==> config.mk <==
export PLATFORM = sky130hd
export DESIGN_NAME = demorgan_sweep_ctrl
export DESIGN_NICKNAME = d
export VERILOG_FILES = /design/src/rtl/demorgan_sweep_pkg.sv /design/src/rtl/demorgan_sweep_ctrl_checker.sv /design/src/rtl/demorgan_sweep_ctrl.sv
export SDC_FILE = /design/constraint.sdc
export NUM_CORES = 1
export LEC_CHECK = 0
export ABC_AREA = 1
export CORE_MARGIN = 4
export CORE_UTILIZATION = 25
export DETAILED_ROUTE_END_ITERATION = 6
export GPL_TIMING_DRIVEN = 0
export PLACE_DENSITY = 0.44
export SETUP_SLACK_MARGIN = 0.3
export SKIP_CTS_REPAIR_TIMING = 1
export SLEW_MARGIN = 0
export SYNTH_ARGS = -nofsm -noshare
export SYNTH_HDL_FRONTEND = slang
export SYNTH_SLANG_ARGS = --single-unit
==> constraint.sdc <==
create_clock -name clk -period 3.67 [get_ports clk]
set_clock_uncertainty 0.05 [all_clocks]
set_input_delay 0.734 -clock clk [delete_from_list [all_inputs] [get_ports clk]]
set_output_delay 0.734 -clock clk [all_outputs]
set_load 0.02 [all_outputs]
==> src/rtl/demorgan_sweep_pkg.sv <==
// -----------------------------------------------------------------------------
// demorgan_sweep_pkg
// Shared types for the DeMorgan sweep controller:
//   sweep_state_t : sequencer states (IDLE, DRIVE, SETTLE, CHECK, DONE)
//   check_mask_t  : per-vector result of the four unit checks, c0 in bit 0
//   vec_space()   : size of the exhaustive {A,B} vector space for N lanes
// -----------------------------------------------------------------------------
package demorgan_sweep_pkg;

    typedef enum logic [2:0] {
        S_IDLE   = 3'd0,
        S_DRIVE  = 3'd1,
        S_SETTLE = 3'd2,
        S_CHECK  = 3'd3,
        S_DONE   = 3'd4
    } sweep_state_t;

    // bit0: nandab vs golden, bit1: norna_nb vs nandab,
    // bit2: norab vs golden,  bit3: nanda_nb vs norab
    typedef logic [3:0] check_mask_t;

    // Number of distinct {A,B} vectors for n lanes per operand.
    function automatic int unsigned vec_space(input int unsigned n);
        return 32'd1 << (32'd2 * n);
    endfunction

endpackage

==> src/rtl/demorgan_sweep_ctrl_checker.sv <==
// -----------------------------------------------------------------------------
// dm_vec_checker
// Purely combinational comparison of the four DeMorgan unit outputs against
// golden values computed from the driven operands, and against each other.
// Ports:
//   a, b      in  N  operands currently driven into the unit
//   nandab    in  N  unit output ~(A&B)
//   norna_nb  in  N  unit output ~A|~B
//   norab     in  N  unit output ~(A|B)
//   nanda_nb  in  N  unit output ~A&~B
//   mask      out 4  per-check failure flags, c0 in bit 0
// -----------------------------------------------------------------------------
module dm_vec_checker
    import demorgan_sweep_pkg::*;
#(
    parameter int N = 2
) (
    input  logic [N-1:0] a,
    input  logic [N-1:0] b,
    input  logic [N-1:0] nandab,
    input  logic [N-1:0] norna_nb,
    input  logic [N-1:0] norab,
    input  logic [N-1:0] nanda_nb,
    output check_mask_t  mask
);

    logic [N-1:0] gold_nand_s;
    logic [N-1:0] gold_nor_s;

    // Golden references and the four lane-reduced mismatch flags.
    always_comb begin
        gold_nand_s = ~(a & b);
        gold_nor_s  = ~(a | b);
        mask        = 4'b0000;
        mask[0]     = |(nandab   ^ gold_nand_s);
        // The DeMorgan equivalents are checked against their partner output,
        // so a fault in either one of a pair is attributed to this check.
        mask[1]     = |(norna_nb ^ nandab);
        mask[2]     = |(norab    ^ gold_nor_s);
        mask[3]     = |(nanda_nb ^ norab);
    end

endmodule

==> src/rtl/demorgan_sweep_ctrl.sv <==
// -----------------------------------------------------------------------------
// demorgan_sweep_ctrl
// Exhaustive sequencer for an external N-lane DeMorgan gate unit. Drives every
// {A,B} vector, waits SETTLE idle cycles, checks the four unit outputs and
// accumulates a saturating failing-vector count.
//
// Optional feature macro: DM_SWEEP_FIRST_FAIL_EN
//   When defined, adds first-failure capture ports (fail_valid/fail_vec/
//   fail_mask). Without it the block is complete and otherwise identical.
//
// Ports:
//   clk          in   1      rising-edge clock
//   rst_n        in   1      synchronous active-low reset
//   start        in   1      begin a sweep (sampled only in IDLE)
//   abort        in   1      cancel the sweep from any state
//   dm_a, dm_b   out  N      operands to the unit (registered)
//   dm_nandab    in   N      unit ~(A&B)
//   dm_norna_nb  in   N      unit ~A|~B
//   dm_norab     in   N      unit ~(A|B)
//   dm_nanda_nb  in   N      unit ~A&~B
//   busy         out  1      sweep in progress (DRIVE/SETTLE/CHECK)
//   done         out  1      one-cycle pulse on normal completion
//   pass         out  1      err_count was zero at completion
//   err_count    out  CNT_W  failing vectors, saturating
//   vec_idx      out  2N     current vector {A,B}, A in the upper half
//   fail_valid   out  1      (macro) a failure has been captured
//   fail_vec     out  2N     (macro) vector of the first failure
//   fail_mask    out  4      (macro) check mask of the first failure
// -----------------------------------------------------------------------------
module demorgan_sweep_ctrl
    import demorgan_sweep_pkg::*;
#(
    parameter int N      = 2,
    parameter int SETTLE = 1,
    parameter int CNT_W  = 8
) (
    input  logic             clk,
    input  logic             rst_n,
    input  logic             start,
    input  logic             abort,
    output logic [N-1:0]     dm_a,
    output logic [N-1:0]     dm_b,
    input  logic [N-1:0]     dm_nandab,
    input  logic [N-1:0]     dm_norna_nb,
    input  logic [N-1:0]     dm_norab,
    input  logic [N-1:0]     dm_nanda_nb,
    output logic             busy,
    output logic             done,
    output logic             pass,
    output logic [CNT_W-1:0] err_count,
    output logic [2*N-1:0]   vec_idx
`ifdef DM_SWEEP_FIRST_FAIL_EN
    ,
    output logic             fail_valid,
    output logic [2*N-1:0]   fail_vec,
    output logic [3:0]       fail_mask
`endif
);

    localparam int unsigned    V           = vec_space(N);
    localparam logic [2*N-1:0] LAST_VEC    = {(2*N){1'b1}};
    localparam logic [2*N-1:0] VEC_ONE     = {{(2*N-1){1'b0}}, 1'b1};
    localparam logic [CNT_W-1:0] ERR_ONE   = {{(CNT_W-1){1'b0}}, 1'b1};
    localparam logic [CNT_W-1:0] ERR_ZERO  = {CNT_W{1'b0}};
    localparam bit             HAS_SETTLE  = (SETTLE != 0);
    // Counter holds the number of SETTLE cycles still to go after the current one.
    localparam logic [3:0]     SETTLE_LOAD = 4'(SETTLE - 1);

    // Saturating increment so the count sticks at all-ones instead of wrapping.
    function automatic logic [CNT_W-1:0] sat_inc(input logic [CNT_W-1:0] v);
        logic [CNT_W-1:0] r;
        if (&v) begin
            r = v;
        end else begin
            r = v + ERR_ONE;
        end
        return r;
    endfunction

    sweep_state_t     state_r;
    sweep_state_t     state_s;
    logic [3:0]       settle_cnt_r;
    logic [N-1:0]     dm_a_r;
    logic [N-1:0]     dm_b_r;
    logic [2*N-1:0]   vec_idx_r;
    logic [CNT_W-1:0] err_count_r;
    logic [CNT_W-1:0] err_next_s;
    logic             busy_r;
    logic             done_r;
    logic             pass_r;
    logic             accept_s;
    logic             check_s;
    logic             fail_s;
    logic             last_vec_s;
    logic             cancel_s;
    check_mask_t      mask_s;

    dm_vec_checker #(
        .N        (N)
    ) u_checker (
        .a        (dm_a_r),
        .b        (dm_b_r),
        .nandab   (dm_nandab),
        .norna_nb (dm_norna_nb),
        .norab    (dm_norab),
        .nanda_nb (dm_nanda_nb),
        .mask     (mask_s)
    );

    // Qualifiers: start accepted, CHECK committed, abort of an active sweep.
    always_comb begin
        accept_s   = 1'b0;
        check_s    = 1'b0;
        cancel_s   = 1'b0;
        fail_s     = |mask_s;
        last_vec_s = (vec_idx_r == LAST_VEC);
        // abort beats start in IDLE so a simultaneous request is dropped
        if ((state_r == S_IDLE) && start && !abort) begin
            accept_s = 1'b1;
        end else begin
            accept_s = 1'b0;
        end
        // a CHECK that coincides with abort is discarded entirely
        if ((state_r == S_CHECK) && !abort) begin
            check_s = 1'b1;
        end else begin
            check_s = 1'b0;
        end
        if ((state_r != S_IDLE) && abort) begin
            cancel_s = 1'b1;
        end else begin
            cancel_s = 1'b0;
        end
        if (check_s && fail_s) begin
            err_next_s = sat_inc(err_count_r);
        end else begin
            err_next_s = err_count_r;
        end
    end

    // Next-state decode for the sweep sequencer.
    always_comb begin
        state_s = state_r;
        case (state_r)
            S_IDLE: begin
                if (accept_s) begin
                    state_s = S_DRIVE;
                end else begin
                    state_s = S_IDLE;
                end
            end
            S_DRIVE: begin
                if (abort) begin
                    state_s = S_IDLE;
                end else if (HAS_SETTLE) begin
                    state_s = S_SETTLE;
                end else begin
                    state_s = S_CHECK;
                end
            end
            S_SETTLE: begin
                if (abort) begin
                    state_s = S_IDLE;
                end else if (settle_cnt_r == 4'd0) begin
                    state_s = S_CHECK;
                end else begin
                    state_s = S_SETTLE;
                end
            end
            S_CHECK: begin
                if (abort) begin
                    state_s = S_IDLE;
                end else if (last_vec_s) begin
                    state_s = S_DONE;
                end else begin
                    state_s = S_DRIVE;
                end
            end
            S_DONE: begin
                state_s = S_IDLE;
            end
            default: begin
                state_s = S_IDLE;
            end
        endcase
    end

    // State register and settle-cycle down-counter.
    always_ff @(posedge clk) begin
        if (!rst_n) begin
            state_r      <= S_IDLE;
            settle_cnt_r <= 4'd0;
        end else begin
            state_r <= state_s;
            if (state_r == S_DRIVE) begin
                settle_cnt_r <= SETTLE_LOAD;
            end else if ((state_r == S_SETTLE) && (settle_cnt_r != 4'd0)) begin
                settle_cnt_r <= settle_cnt_r - 4'd1;
            end else begin
                settle_cnt_r <= settle_cnt_r;
            end
        end
    end

    // Vector index, operand drive and error counter.
    always_ff @(posedge clk) begin
        if (!rst_n) begin
            vec_idx_r   <= {(2*N){1'b0}};
            err_count_r <= ERR_ZERO;
            dm_a_r      <= {N{1'b0}};
            dm_b_r      <= {N{1'b0}};
        end else begin
            if (accept_s) begin
                vec_idx_r   <= {(2*N){1'b0}};
                err_count_r <= ERR_ZERO;
            end else if (check_s) begin
                err_count_r <= err_next_s;
                // the final index is kept so it reads V-1 at completion
                if (!last_vec_s) begin
                    vec_idx_r <= vec_idx_r + VEC_ONE;
                end else begin
                    vec_idx_r <= vec_idx_r;
                end
            end else begin
                vec_idx_r   <= vec_idx_r;
                err_count_r <= err_count_r;
            end
            // operands persist after done/abort until the next DRIVE
            if (state_r == S_DRIVE) begin
                dm_a_r <= vec_idx_r[2*N-1:N];
                dm_b_r <= vec_idx_r[N-1:0];
            end else begin
                dm_a_r <= dm_a_r;
                dm_b_r <= dm_b_r;
            end
        end
    end

    // Registered status flags, derived from the upcoming state.
    always_ff @(posedge clk) begin
        if (!rst_n) begin
            busy_r <= 1'b0;
            done_r <= 1'b0;
            pass_r <= 1'b0;
        end else begin
            busy_r <= (state_s == S_DRIVE) || (state_s == S_SETTLE) ||
                      (state_s == S_CHECK);
            done_r <= (state_s == S_DONE);
            if (accept_s || cancel_s) begin
                pass_r <= 1'b0;
            end else if (state_s == S_DONE) begin
                pass_r <= (err_next_s == ERR_ZERO);
            end else begin
                pass_r <= pass_r;
            end
        end
    end

`ifdef DM_SWEEP_FIRST_FAIL_EN
    logic             fail_valid_r;
    logic [2*N-1:0]   fail_vec_r;
    check_mask_t      fail_mask_r;

    // First-failure capture; later failures never overwrite it.
    always_ff @(posedge clk) begin
        if (!rst_n) begin
            fail_valid_r <= 1'b0;
            fail_vec_r   <= {(2*N){1'b0}};
            fail_mask_r  <= 4'b0000;
        end else if (accept_s) begin
            fail_valid_r <= 1'b0;
            fail_vec_r   <= {(2*N){1'b0}};
            fail_mask_r  <= 4'b0000;
        end else if (check_s && fail_s && !fail_valid_r) begin
            fail_valid_r <= 1'b1;
            fail_vec_r   <= vec_idx_r;
            fail_mask_r  <= mask_s;
        end else begin
            fail_valid_r <= fail_valid_r;
            fail_vec_r   <= fail_vec_r;
            fail_mask_r  <= fail_mask_r;
        end
    end

    assign fail_valid = fail_valid_r;
    assign fail_vec   = fail_vec_r;
    assign fail_mask  = fail_mask_r;
`endif

    assign dm_a      = dm_a_r;
    assign dm_b      = dm_b_r;
    assign busy      = busy_r;
    assign done      = done_r;
    assign pass      = pass_r;
    assign err_count = err_count_r;
    assign vec_idx   = vec_idx_r;

endmodule

==> flow_summary.json <==
{
  "status": "complete, no violations",
  "dp_hpwl_um": 2765,
  "cts_max_level": 1,
  "clkLatencyLatePin_ns": 0.27,
  "dieArea_um2": 7431,
  "clkSlewWorstSetupHoldPaths_ns": 0.10,
  "setup-violations-final": 0,
  "drc_errors": 0,
  "die_w_um": 86.21,
  "place.gp.congestion": 0.7751,
  "io_pins": 31,
  "cp-start-kind": "primary input",
  "synth_area_um2": 1529,
  "synth.area.top_cells": "dfxtp_1 34%, nand2_1 14%, inv_1 11%",
  "grt_pass1_wl_um": 5982,
  "root_buffer": "clkbuf_8",
  "crit_path_end_kind": "flip-flop",
  "synth_fp_nets": 252,
  "routed_wl_um": 3451,
  "crit_path_start": "dm_nandab[0]",
  "ys_seq_area_share_pct": 34.04,
  "fin_nets": 286,
  "powerDensity_nw_per_um2": 298.1,
  "fin_tns_setup_ns": 0,
  "clockBufferDepth": 2,
  "grt.total_usage_pct": 9.943,
  "worstHoldStart": "pass",
  "drive_gt1_share_pct": 9.665,
  "critical_path_buf_inv_count": 3,
  "r2r-start": "err_count[1]",
  "yosys_warnings": 0,
  "num_antenna_cells": 0,
  "critPathArrivalTime_ns": 2.39,
  "crit_type": "in -> reg",
  "synth_top_area_share_pct": 34.04,
  "cts_tree": "yes",
  "first_global_vias": 1310,
  "tightestPinTransition_ns": 0.3792,
  "finalHoldViolCount": 0,
  "synth-seq-cells": 26,
  "cts_buffers": 3,
  "core.rowCount": 28,
  "final_common_cell": "nand2_1",
  "core_um2": 5921,
  "area_delta_synth_final_pct": 29.79,
  "crit_slowest_cell": "clkdlybuf4s50_1",
  "yosysUniqueCellTypes": 28,
  "port_buffers": 29,
  "syn_inst": 236,
  "ir_drop_uv": 164.8,
  "max_stage_delay_ns": 0.52,
  "path_cells": "clkdlybuf4s50_1 > inv_2 > nand2_1 > nand2_1 > nor2_1 > nand2_1 > inv_2 > nand2_4 > nand2_4 > nand2_1 > nand2_1 > nand3_1 > nor2_1 > nand2_1 > a21oi_2",
  "antenna_found_initial": 0,
  "ant_nets": 0,
  "maxSlewHeadroom_pct": 74.66,
  "worst-path-max-fanout": 8,
  "die_h_um": 86.21,
  "min_path_type": "reg -> reg",
  "dr.first_iter.drc_count": 46,
  "power.total_mw": 0.5915,
  "drv_cap": 0,
  "via_per_inst": 4.073,
  "rsz0062_at_grt": "no",
  "power_leakage_nw": 0.8986,
  "cp_top_family": "simple AND/OR/NAND/NOR gates",
  "max_freq_mhz": 450.2,
  "num_vias": 1401,
  "drv_slew": 0,
  "fin_ws_ns": 1.449,
  "fillers": 661,
  "period_needed_ns": 2.221,
  "crit_top_cell": "nand2_1",
  "clock_sink_count": 26,
  "dr.pass1.iters": 4,
  "start_util_pct": 25.82,
  "grt_overflow": 0,
  "synth_top_cell_by_area": "dfxtp_1",
  "worstPathRequired_ns": 3.84,
  "dp_slack_ns": 1.149,
  "min_period_over_period_pct": 60.53,
  "syn_area_per_cell_um2": 6.479,
  "avgRoutedWirePerCell_um": 10.03,
  "grt_max_degree": 16,
  "most-common-layout-cells": "55 x nand2_1, 45 x inv_1, 29 x clkdlybuf4s50_1"
}
[final cells by class]
class,instances,area [µm²],share of cell area [%]
plain buffers,1,3.754,0.1892
multi-input cells,158,808.3,40.73
inverters,51,196.4,9.899
flip-flops and latches,26,520.5,26.23
clock inverters,1,30.03,1.513
repair buffers,29,290.3,14.63
clock buffers,3,41.29,2.081
well taps,75,93.84,4.729
[layer usage]
layer  vias to the layer above  track usage (%)  routed length (µm)
met5                         -                0                   0
met4                         0            2.975                  36
met3                         4            1.996                 148
met2                        21            15.98                1496
met1                       584            13.48                1769
li1                        792                -                   -
[cells by family (layout without fill, tap and decap cells)]
logic type	count (synthesis)	in the layout	synth area share (%)
simple gates	124	124	38.05
buf+inv	52	85	13.09
compound gates	28	28	10.39
flops	26	26	34.04
fa+ha+maj	4	4	3.273
xor+xnor	2	2	1.146
[state kept, by name (all words and copies together), names as in the netlist]
register,cells
dm_b,2
done,1
pass,1
settle_cnt_r,4
vec_idx,4
dm_a,2
busy,1
err_count,8
state_r,3
[through the flow]
stage	area [µm²]	util (%)	cells	hold WS [ns]
finish	1984	33.52	344	0.4428
global route	1984	33.52	344	0.4753
CTS	1984	33.52	344	0.4512
detailed placement	1913	32.31	340	0.4352
global placement	1913	32.31	340	0.4216
floorplan	1529	-	236	0.4077
[worst min-delay path, cell delays in order (launching register included)]
cell and delay, ns:
dfxtp_1 0.33, nand2_1 0.08, a21oi_2 0.05
[cell usage after synthesis (all sizes together)]
master	number
nand2	65
inv	50
nor2	32
dfxtp	26
nand3	19
o21ai	15
a21oi	8
ha	4
nor3	3
a211oi	2
nand4	2
nor3b	2
xor2	2
a31oi	1
clkbuf	1
clkinv	1
nor4	1
o21bai	1
o31ai	1
[report_power, final]
| part | internal, mW | leakage (nW) | total (mW) | switching, mW |
|---|---|---|---|---|
| Sequential | 0.286 | 0.210 | 0.290 | 0.00397 |
| Combinational | 0.0253 | 0.653 | 0.0578 | 0.0325 |
| Clock | 0.146 | 0.0357 | 0.244 | 0.0977 |
| Total | 0.457 | 0.899 | 0.591 | 0.134 |
[final timing paths]
path	endpoint	slack, ns	depth (start not counted)
worst max register to register	pass	1.90	13
worst min register to register	pass	0.44	2
worst max-delay path	pass	1.45	15
worst min-delay path	pass	0.44	2
No activity file was read; power rests on OpenSTA's default activity.
